`src/rtl/uart_cmd_responder.sv`:
```
// 8N1 serial endpoint: receives two-byte commands (high byte first) with a ready/clear
// handshake, and transmits single response bytes back on TX.
module uart_cmd_responder #(
    parameter int unsigned BAUD_DIV = 2604
) (
    input  logic        clk,
    input  logic        rst,
    input  logic        RX,
    output logic        TX,
    output logic [15:0] cmd,
    output logic        cmd_rdy,
    input  logic        clr_cmd_rdy,
    input  logic [7:0]  resp,
    input  logic        send_resp,
    output logic        tx_busy,
    output logic        resp_sent,
    output logic        frame_err
);
    localparam int unsigned CW = $clog2(BAUD_DIV);
    localparam logic [CW-1:0] BitLast  = CW'(BAUD_DIV - 1);
    localparam logic [CW-1:0] HalfLast = CW'(BAUD_DIV / 2 - 1);

    typedef enum logic [1:0] {RxIdle, RxStart, RxData, RxStop} rx_state_e;
    typedef enum logic {TxIdle, TxXmit} tx_state_e;

    logic          rx_meta_q, rx_sync_q, rx_prev_q;
    rx_state_e     rx_state_q;
    logic [CW-1:0] rx_cnt_q;
    logic [2:0]    rx_bit_q;
    logic [7:0]    rx_shift_q;
    logic          byte_valid_q;
    logic [7:0]    hold_q;
    logic          ptr_low_q;
    logic          rx_fall, start_ok;

    tx_state_e     tx_state_q;
    logic [CW-1:0] tx_cnt_q;
    logic [3:0]    tx_bit_q;
    logic [9:0]    tx_shift_q;

    assign rx_fall  = rx_prev_q & ~rx_sync_q;
    assign start_ok = (rx_state_q == RxStart) && (rx_cnt_q == HalfLast) && !rx_sync_q;

    always_ff @(posedge clk) begin
        if (rst) begin
            rx_meta_q    <= 1'b1;
            rx_sync_q    <= 1'b1;
            rx_prev_q    <= 1'b1;
            rx_state_q   <= RxIdle;
            rx_cnt_q     <= '0;
            rx_bit_q     <= '0;
            rx_shift_q   <= '0;
            byte_valid_q <= 1'b0;
            frame_err    <= 1'b0;
        end else begin
            rx_meta_q    <= RX;
            rx_sync_q    <= rx_meta_q;
            rx_prev_q    <= rx_sync_q;
            byte_valid_q <= 1'b0;
            frame_err    <= 1'b0;
            unique case (rx_state_q)
                RxIdle: begin
                    if (rx_fall) begin
                        rx_state_q <= RxStart;
                        rx_cnt_q   <= '0;
                    end
                end
                RxStart: begin
                    // Half-bit check rejects glitches shorter than half a bit
                    if (rx_cnt_q == HalfLast) begin
                        rx_cnt_q   <= '0;
                        rx_bit_q   <= '0;
                        rx_state_q <= rx_sync_q ? RxIdle : RxData;
                    end else begin
                        rx_cnt_q <= rx_cnt_q + 1'b1;
                    end
                end
                RxData: begin
                    if (rx_cnt_q == BitLast) begin
                        rx_cnt_q   <= '0;
                        rx_shift_q <= {rx_sync_q, rx_shift_q[7:1]};
                        rx_bit_q   <= rx_bit_q + 3'd1;
                        if (rx_bit_q == 3'd7) rx_state_q <= RxStop;
                    end else begin
                        rx_cnt_q <= rx_cnt_q + 1'b1;
                    end
                end
                RxStop: begin
                    if (rx_cnt_q == BitLast) begin
                        rx_cnt_q   <= '0;
                        rx_state_q <= RxIdle;
                        if (rx_sync_q) byte_valid_q <= 1'b1;
                        else           frame_err    <= 1'b1;
                    end else begin
                        rx_cnt_q <= rx_cnt_q + 1'b1;
                    end
                end
                default: rx_state_q <= RxIdle;
            endcase
        end
    end

    // Command assembly; a later set of cmd_rdy overrides the clear in the same cycle
    always_ff @(posedge clk) begin
        if (rst) begin
            cmd       <= '0;
            cmd_rdy   <= 1'b0;
            hold_q    <= '0;
            ptr_low_q <= 1'b0;
        end else begin
            if (clr_cmd_rdy || (start_ok && !ptr_low_q)) cmd_rdy <= 1'b0;
            if (frame_err) begin
                ptr_low_q <= 1'b0;
            end else if (byte_valid_q) begin
                if (ptr_low_q) begin
                    cmd       <= {hold_q, rx_shift_q};
                    cmd_rdy   <= 1'b1;
                    ptr_low_q <= 1'b0;
                end else begin
                    hold_q    <= rx_shift_q;
                    ptr_low_q <= 1'b1;
                end
            end
        end
    end

    always_ff @(posedge clk) begin
        if (rst) begin
            tx_state_q <= TxIdle;
            tx_cnt_q   <= '0;
            tx_bit_q   <= '0;
            tx_shift_q <= '1;
            TX         <= 1'b1;
            tx_busy    <= 1'b0;
            resp_sent  <= 1'b0;
        end else begin
            unique case (tx_state_q)
                TxIdle: begin
                    if (send_resp) begin
                        tx_shift_q <= {1'b1, resp, 1'b0};
                        TX         <= 1'b0;
                        tx_busy    <= 1'b1;
                        resp_sent  <= 1'b0;
                        tx_cnt_q   <= '0;
                        tx_bit_q   <= '0;
                        tx_state_q <= TxXmit;
                    end
                end
                TxXmit: begin
                    if (tx_cnt_q == BitLast) begin
                        tx_cnt_q <= '0;
                        if (tx_bit_q == 4'd9) begin
                            tx_state_q <= TxIdle;
                            tx_busy    <= 1'b0;
                            resp_sent  <= 1'b1;
                            TX         <= 1'b1;
                        end else begin
                            tx_bit_q   <= tx_bit_q + 4'd1;
                            tx_shift_q <= {1'b1, tx_shift_q[9:1]};
                            TX         <= tx_shift_q[1];
                        end
                    end else begin
                        tx_cnt_q <= tx_cnt_q + 1'b1;
                    end
                end
                default: tx_state_q <= TxIdle;
            endcase
        end
    end
endmodule

```
`config.mk`:
```
export PLATFORM = sky130hd
export DESIGN_NAME = uart_cmd_responder
export DESIGN_NICKNAME = d
export VERILOG_FILES = /design/src/rtl/uart_cmd_responder.sv
export SDC_FILE = /design/constraint.sdc
export NUM_CORES = 1
export LEC_CHECK = 0
export ABC_AREA = 1
export CAP_MARGIN = 20
export CORE_ASPECT_RATIO = 1.75
export CORE_MARGIN = 2
export CORE_UTILIZATION = 30
export DETAILED_ROUTE_END_ITERATION = 6
export GPL_TIMING_DRIVEN = 0
export HOLD_SLACK_MARGIN = 0.12
export PLACE_DENSITY = 0.46
export SETUP_SLACK_MARGIN = 0.2
export SLEW_MARGIN = 20
export SYNTH_ARGS = -nofsm -noshare
export SYNTH_HDL_FRONTEND = slang
export SYNTH_SLANG_ARGS = --single-unit
```
`constraint.sdc`:
```
create_clock -name clk -period 3.7 [get_ports clk]
set_clock_uncertainty 0.1 [all_clocks]
set_input_delay 0.74 -clock clk [delete_from_list [all_inputs] [get_ports clk]]
set_output_delay 0.74 -clock clk [all_outputs]
set_load 0.05 [all_outputs]
```
# Word-level counts from Yosys, hierarchy flattened
# Index checks and enable logic that the tools add are counted.
# totals
reg_bits,86
in_bits,13
# classes
add_sub_neg,4
n_eq_ne,17
mux,47
bitwise_logic,7
n_reduce_logical,19
# ops
cell,n
two-way mux 12 bit,5
case mux 12 bit (3 select lines),1
two-way mux 10 bit,3
"adder 12 x 1 -> 12 bit, second input constant",2
"== test 12 bit, second input constant",2
case mux 12 bit (2 select lines),1
case mux 10 bit (2 select lines),1
two-way mux 1 bit,18
AND reduction 3 bit,5
"== test 12 x 11 -> 1 bit, second input constant",1
two-way mux 2 bit,6
two-way mux 4 bit,3
"!= test 2 bit, second input constant",6
case mux 1 bit (2 select lines),4
case mux 2 bit (4 select lines),1
case mux 4 bit (2 select lines),1
two-way mux 3 bit,2
"!= test 2 x 1 -> 1 bit, second input constant",3
inverter 1 bit,6
case mux 3 bit (2 select lines),1
AND reduction 5 bit,1
"adder 4 x 1 -> 4 bit, second input constant",1
"== test 2 bit, second input constant",2
"== test 4 bit, second input constant",1
other kinds (12),17

# Depth between registers and ports, before layout
# depth
depth_word,9
ltp_mapped,12
ltp_nobuf,11

# Worst setup path before layout
# Ideal clock, no wire load.
# synth_timing
path_kind,in2reg
start,input port send_resp
end,register tx_bit_q[0]
arrival_ns,1.355
required_time_ns,3.484
setup_slack_ns,2.129
cell_stages,6
cell_sequence,nor2_1 inv_2 nand3_4 clkinv_2 nor2_1 nor2_1
# synth_via
elab_chain_cells,2
# synth_lines
item,line,text
from (decl),14,"input logic send_resp,"
!= test 2 bit (no source line),-,
AND reduction 3 bit (no source line),-,
to (signal assigned),158,tx_bit_q <= tx_bit_q + 4'd1;
to (decl),38,logic [3:0] tx_bit_q;
# No other way between the ends.
# A chain may end at the register's enable or synchronous reset.

# Worst setup path in the final report
# layout_timing
start,register frame_err
end,output port frame_err
# layout_lines
item,line,text
from (decl),17,output logic frame_err
from (signal assigned),54,frame_err <= 1'b0;
from (signal assigned),60,frame_err <= 1'b0;
from (signal assigned),93,else frame_err <= 1'b1;
# No word-level cell between the ends.

==> results.json <==
{
  "outcome": "finished, final reports clean",
  "synth_compound_area_share_pct": 16.2,
  "synth.yosys.warnings": 0,
  "synthCells": 520,
  "arrival_ps": 1560,
  "avgSynthCellArea_um2": 7.29,
  "drive_gt1_share_pct": 8.61,
  "crit_required_ps": 2860,
  "cp_max_fo": 4,
  "r2r_setup_slack_ps": 1930,
  "hpwl_um": 7270,
  "slowest_delay_ps": 830,
  "hold_viol": 0,
  "tightestPinTransition_ps": 698,
  "whs_ps": 311,
  "finalMaxSlewViolations": 0,
  "grt_max_degree": 16,
  "cts_hold_buf": 0,
  "fin_nets": 584,
  "cp_cell_sequence": "clkdlybuf4s50_1",
  "drtAntennaViolNets": 0,
  "clock_latency_ps": 340,
  "synth_mux_area_share_pct": 0,
  "maxCapViolations": 0,
  "wl_per_cell_um": 13.4,
  "power.leakage_nw": 1.86,
  "die_w_um": 89.0,
  "worstHoldStart": "rx_meta_q$_SDFF_PP1_",
  "fin_area_um2": 4630,
  "antenna-diode-count": 0,
  "tns_ps": 0,
  "grt_pass1_vias": 3446,
  "multi_input_area_um2": 1790,
  "syn_area_um2": 3790,
  "antenna_found_initial": 0,
  "layout.area.seq_um2": 1680,
  "critPathTopFamily": "buffers and inverters",
  "hold_depth": 1,
  "area_delta_synth_final_pct": 22.2,
  "cts_root_buffer": "clkbuf_16",
  "r2r_cells": 8,
  "vdd_drop_max_uv": 353,
  "slew_headroom_pct": 53.1,
  "io_pins": 34,
  "final.min_clock_period_ps": 2400,
  "setup_viol": 0,
  "p_per_area_nw_per_um2": 439,
  "placedCellCount": 721,
  "synth_top_family_by_area": "simple AND/OR/NAND/NOR gates",
  "cts_setup_buffers": 0,
  "path_class": "register to primary output",
  "synthSimpleGateAreaFrac_pct": 28.3,
  "synth_fp_nets": 540,
  "grt.total_usage_pct": 15.7,
  "p_total_mw": 2.03,
  "clk_pin_slew_ps": 70,
  "portBuffers": 33,
  "reg2reg_from": "rx_cnt_q[0]$_SDFFE_PP0P_",
  "cp_num_buf_inv": 1,
  "cts_buffers": 9,
  "ys_seq_area_share_pct": 44.4,
  "drtIter0Drc": 136,
  "place.gp.congestion": 0.850,
  "yosys_register_bits": 84,
  "cts_buffer_depth": 2,
  "holdPathEnd": "rx_sync_q$_SDFF_PP1_",
  "cts_tree": "yes",
  "critPathCaptureType": "primary output",
  "grt_overflow_total": 0,
  "grt_pass1_wl_um": 16700,
  "fp.dieH_um": 153,
  "hold_class": "register to register",
  "ys_types": 39,
  "clock-sinks": 84,
  "slowest_stage": "clkdlybuf4s50_1",
  "vias": 3461,
  "busiest_layer": "met2",
  "core-area_um2": 12400,
  "postCtsResizedCells": 0,
  "htree_levels": 3,
  "met2_usage_pct": 27.9,
  "wl_um": 9870,
  "synth_xor_area_share_pct": 0.462,
  "use_met3_pct": 3.09,
  "fill_cells": 1351,
  "grtUsageMet1_pct": 18.1,
  "fmax_mhz": 417,
  "post-route-period-util_pct": 64.7,
  "dieArea_um2": 13600,
  "drc": 0,
  "initial_utilization_pct": 30.5,
  "placementRows": 54,
  "synthAdderAreaFrac_pct": 2.31,
  "drt-vias-per-instance": 4.70,
  "rsz0062_at_grt": "no",
  "drtPass1Iterations": 4,
  "stdcell_count": 737,
  "placed_area_um2": 4330,
  "crit_cells": 1,
  "critPathLaunchType": "register"
}
## registers in the layout, summed over array words and instances (netlist names), 3 cells and up, named ones only
signal and cells:
rx_bit_q 3, rx_shift_q 8, rx_cnt_q 12, tx_shift_q 8, tx_bit_q 4, cmd 16
hold_q 8, tx_cnt_q 12
## cells in the mapped netlist (all sizes together)
master,n,area share (%)
clkbuf,7,0.69
o22ai,3,0.50
nand3,42,6.6
buf,11,1.8
o21ai,48,6.4
nor3,8,1.5
nand4,8,1.3
o21bai,2,0.40
nor2,55,5.7
a22o,1,0.23
o2111ai,1,0.23
nand3b,1,0.20
dfxtp,84,44
o21a,1,0.20
clkinv,3,0.33
nand2,118,12
a21oi,54,7.1
xor2,1,0.23
a31oi,2,0.33
xnor2,1,0.23
nor4,1,0.56
a21o,1,0.20
or2,2,0.33
ha,7,2.3
o211ai,3,0.59
inv,55,5.4
## routing by layer
metal,wire (um),vias up
met1,4120,1614
met4,107,0
li1,-,1801
met5,0,-
met3,203,6
met2,5440,40
## through the flow
| stage | setup slack [ps] | util [%] |
|---|---|---|
| global placement | 1110 | 34.8 |
| CTS | 1290 | 37.3 |
| finish | 1300 | 37.3 |
| detailed placement | 1070 | 34.8 |
| floorplan | 2130 | - |
| global route | 1250 | 37.3 |
## layout by cell type (no fill, tap or decap), types with 2 or more instances in the layout
master and instances:
nand2_1 113, dfxtp_1 84, a21oi_1 54, nor2_1 53
inv_1 50, o21ai_0 45, nand3_1 37, clkdlybuf4s50_1 33
clkbuf_16 9, nand4_1 8, clkbuf_1 7, ha_1 7
buf_2 5, inv_2 5, nor3_1 5, nand2_2 4
buf_1 3, o211ai_1 3, buf_6 3, nor3_2 3
nand3_2 3, o22ai_1 3, clkinv_1 2, o21bai_1 2
nand3_4 2, a31oi_1 2, clkinv_2 2, o21ai_1 2
or2_2 2, clkinv_4 2, clkinvlp_4 2
## power by group
group | internal (mW) | switching, mW
combinational | 0.0631 | 0.112
clock | 0.527 | 0.391
sequential | 0.925 | 0.0157
## worst max-delay path by stage
stage,from,end,slack [ps]
finish,frame_err$_SDFF_PP0_,frame_err,1300
CTS,frame_err$_SDFF_PP0_,frame_err,1290
global route,frame_err$_SDFF_PP0_,frame_err,1250
floorplan,send_resp,tx_bit_q[0]$_SDFFE_PP0P_,2130
detailed placement,rst,tx_bit_q[3]$_SDFFE_PP0P_,1070
global placement,rst,tx_cnt_q[5]$_SDFFE_PP0P_,1110
## area by class of cell
class                   instances  share of cell area [%]
repair buffers                 33                    7.13
flip-flops and latches         84                    36.3
multi-input cells             360                    38.7
well taps                     168                    4.54
inverters                      58                    4.73
clock inverters                 7                    1.65
clock buffers                   9                    4.86
plain buffers                  18                    2.08
## logic make-up (layout without fill, tap and decap cells)
| family | count (synthesis) | after routing |
|---|---|---|
| buf+inv | 76 | 125 |
| fa+ha+maj | 7 | 7 |
| simple gates | 235 | 235 |
| compound gates | 116 | 116 |
| flops | 84 | 84 |
| xor+xnor | 2 | 2 |
Power figures use the tool's default switching activity.
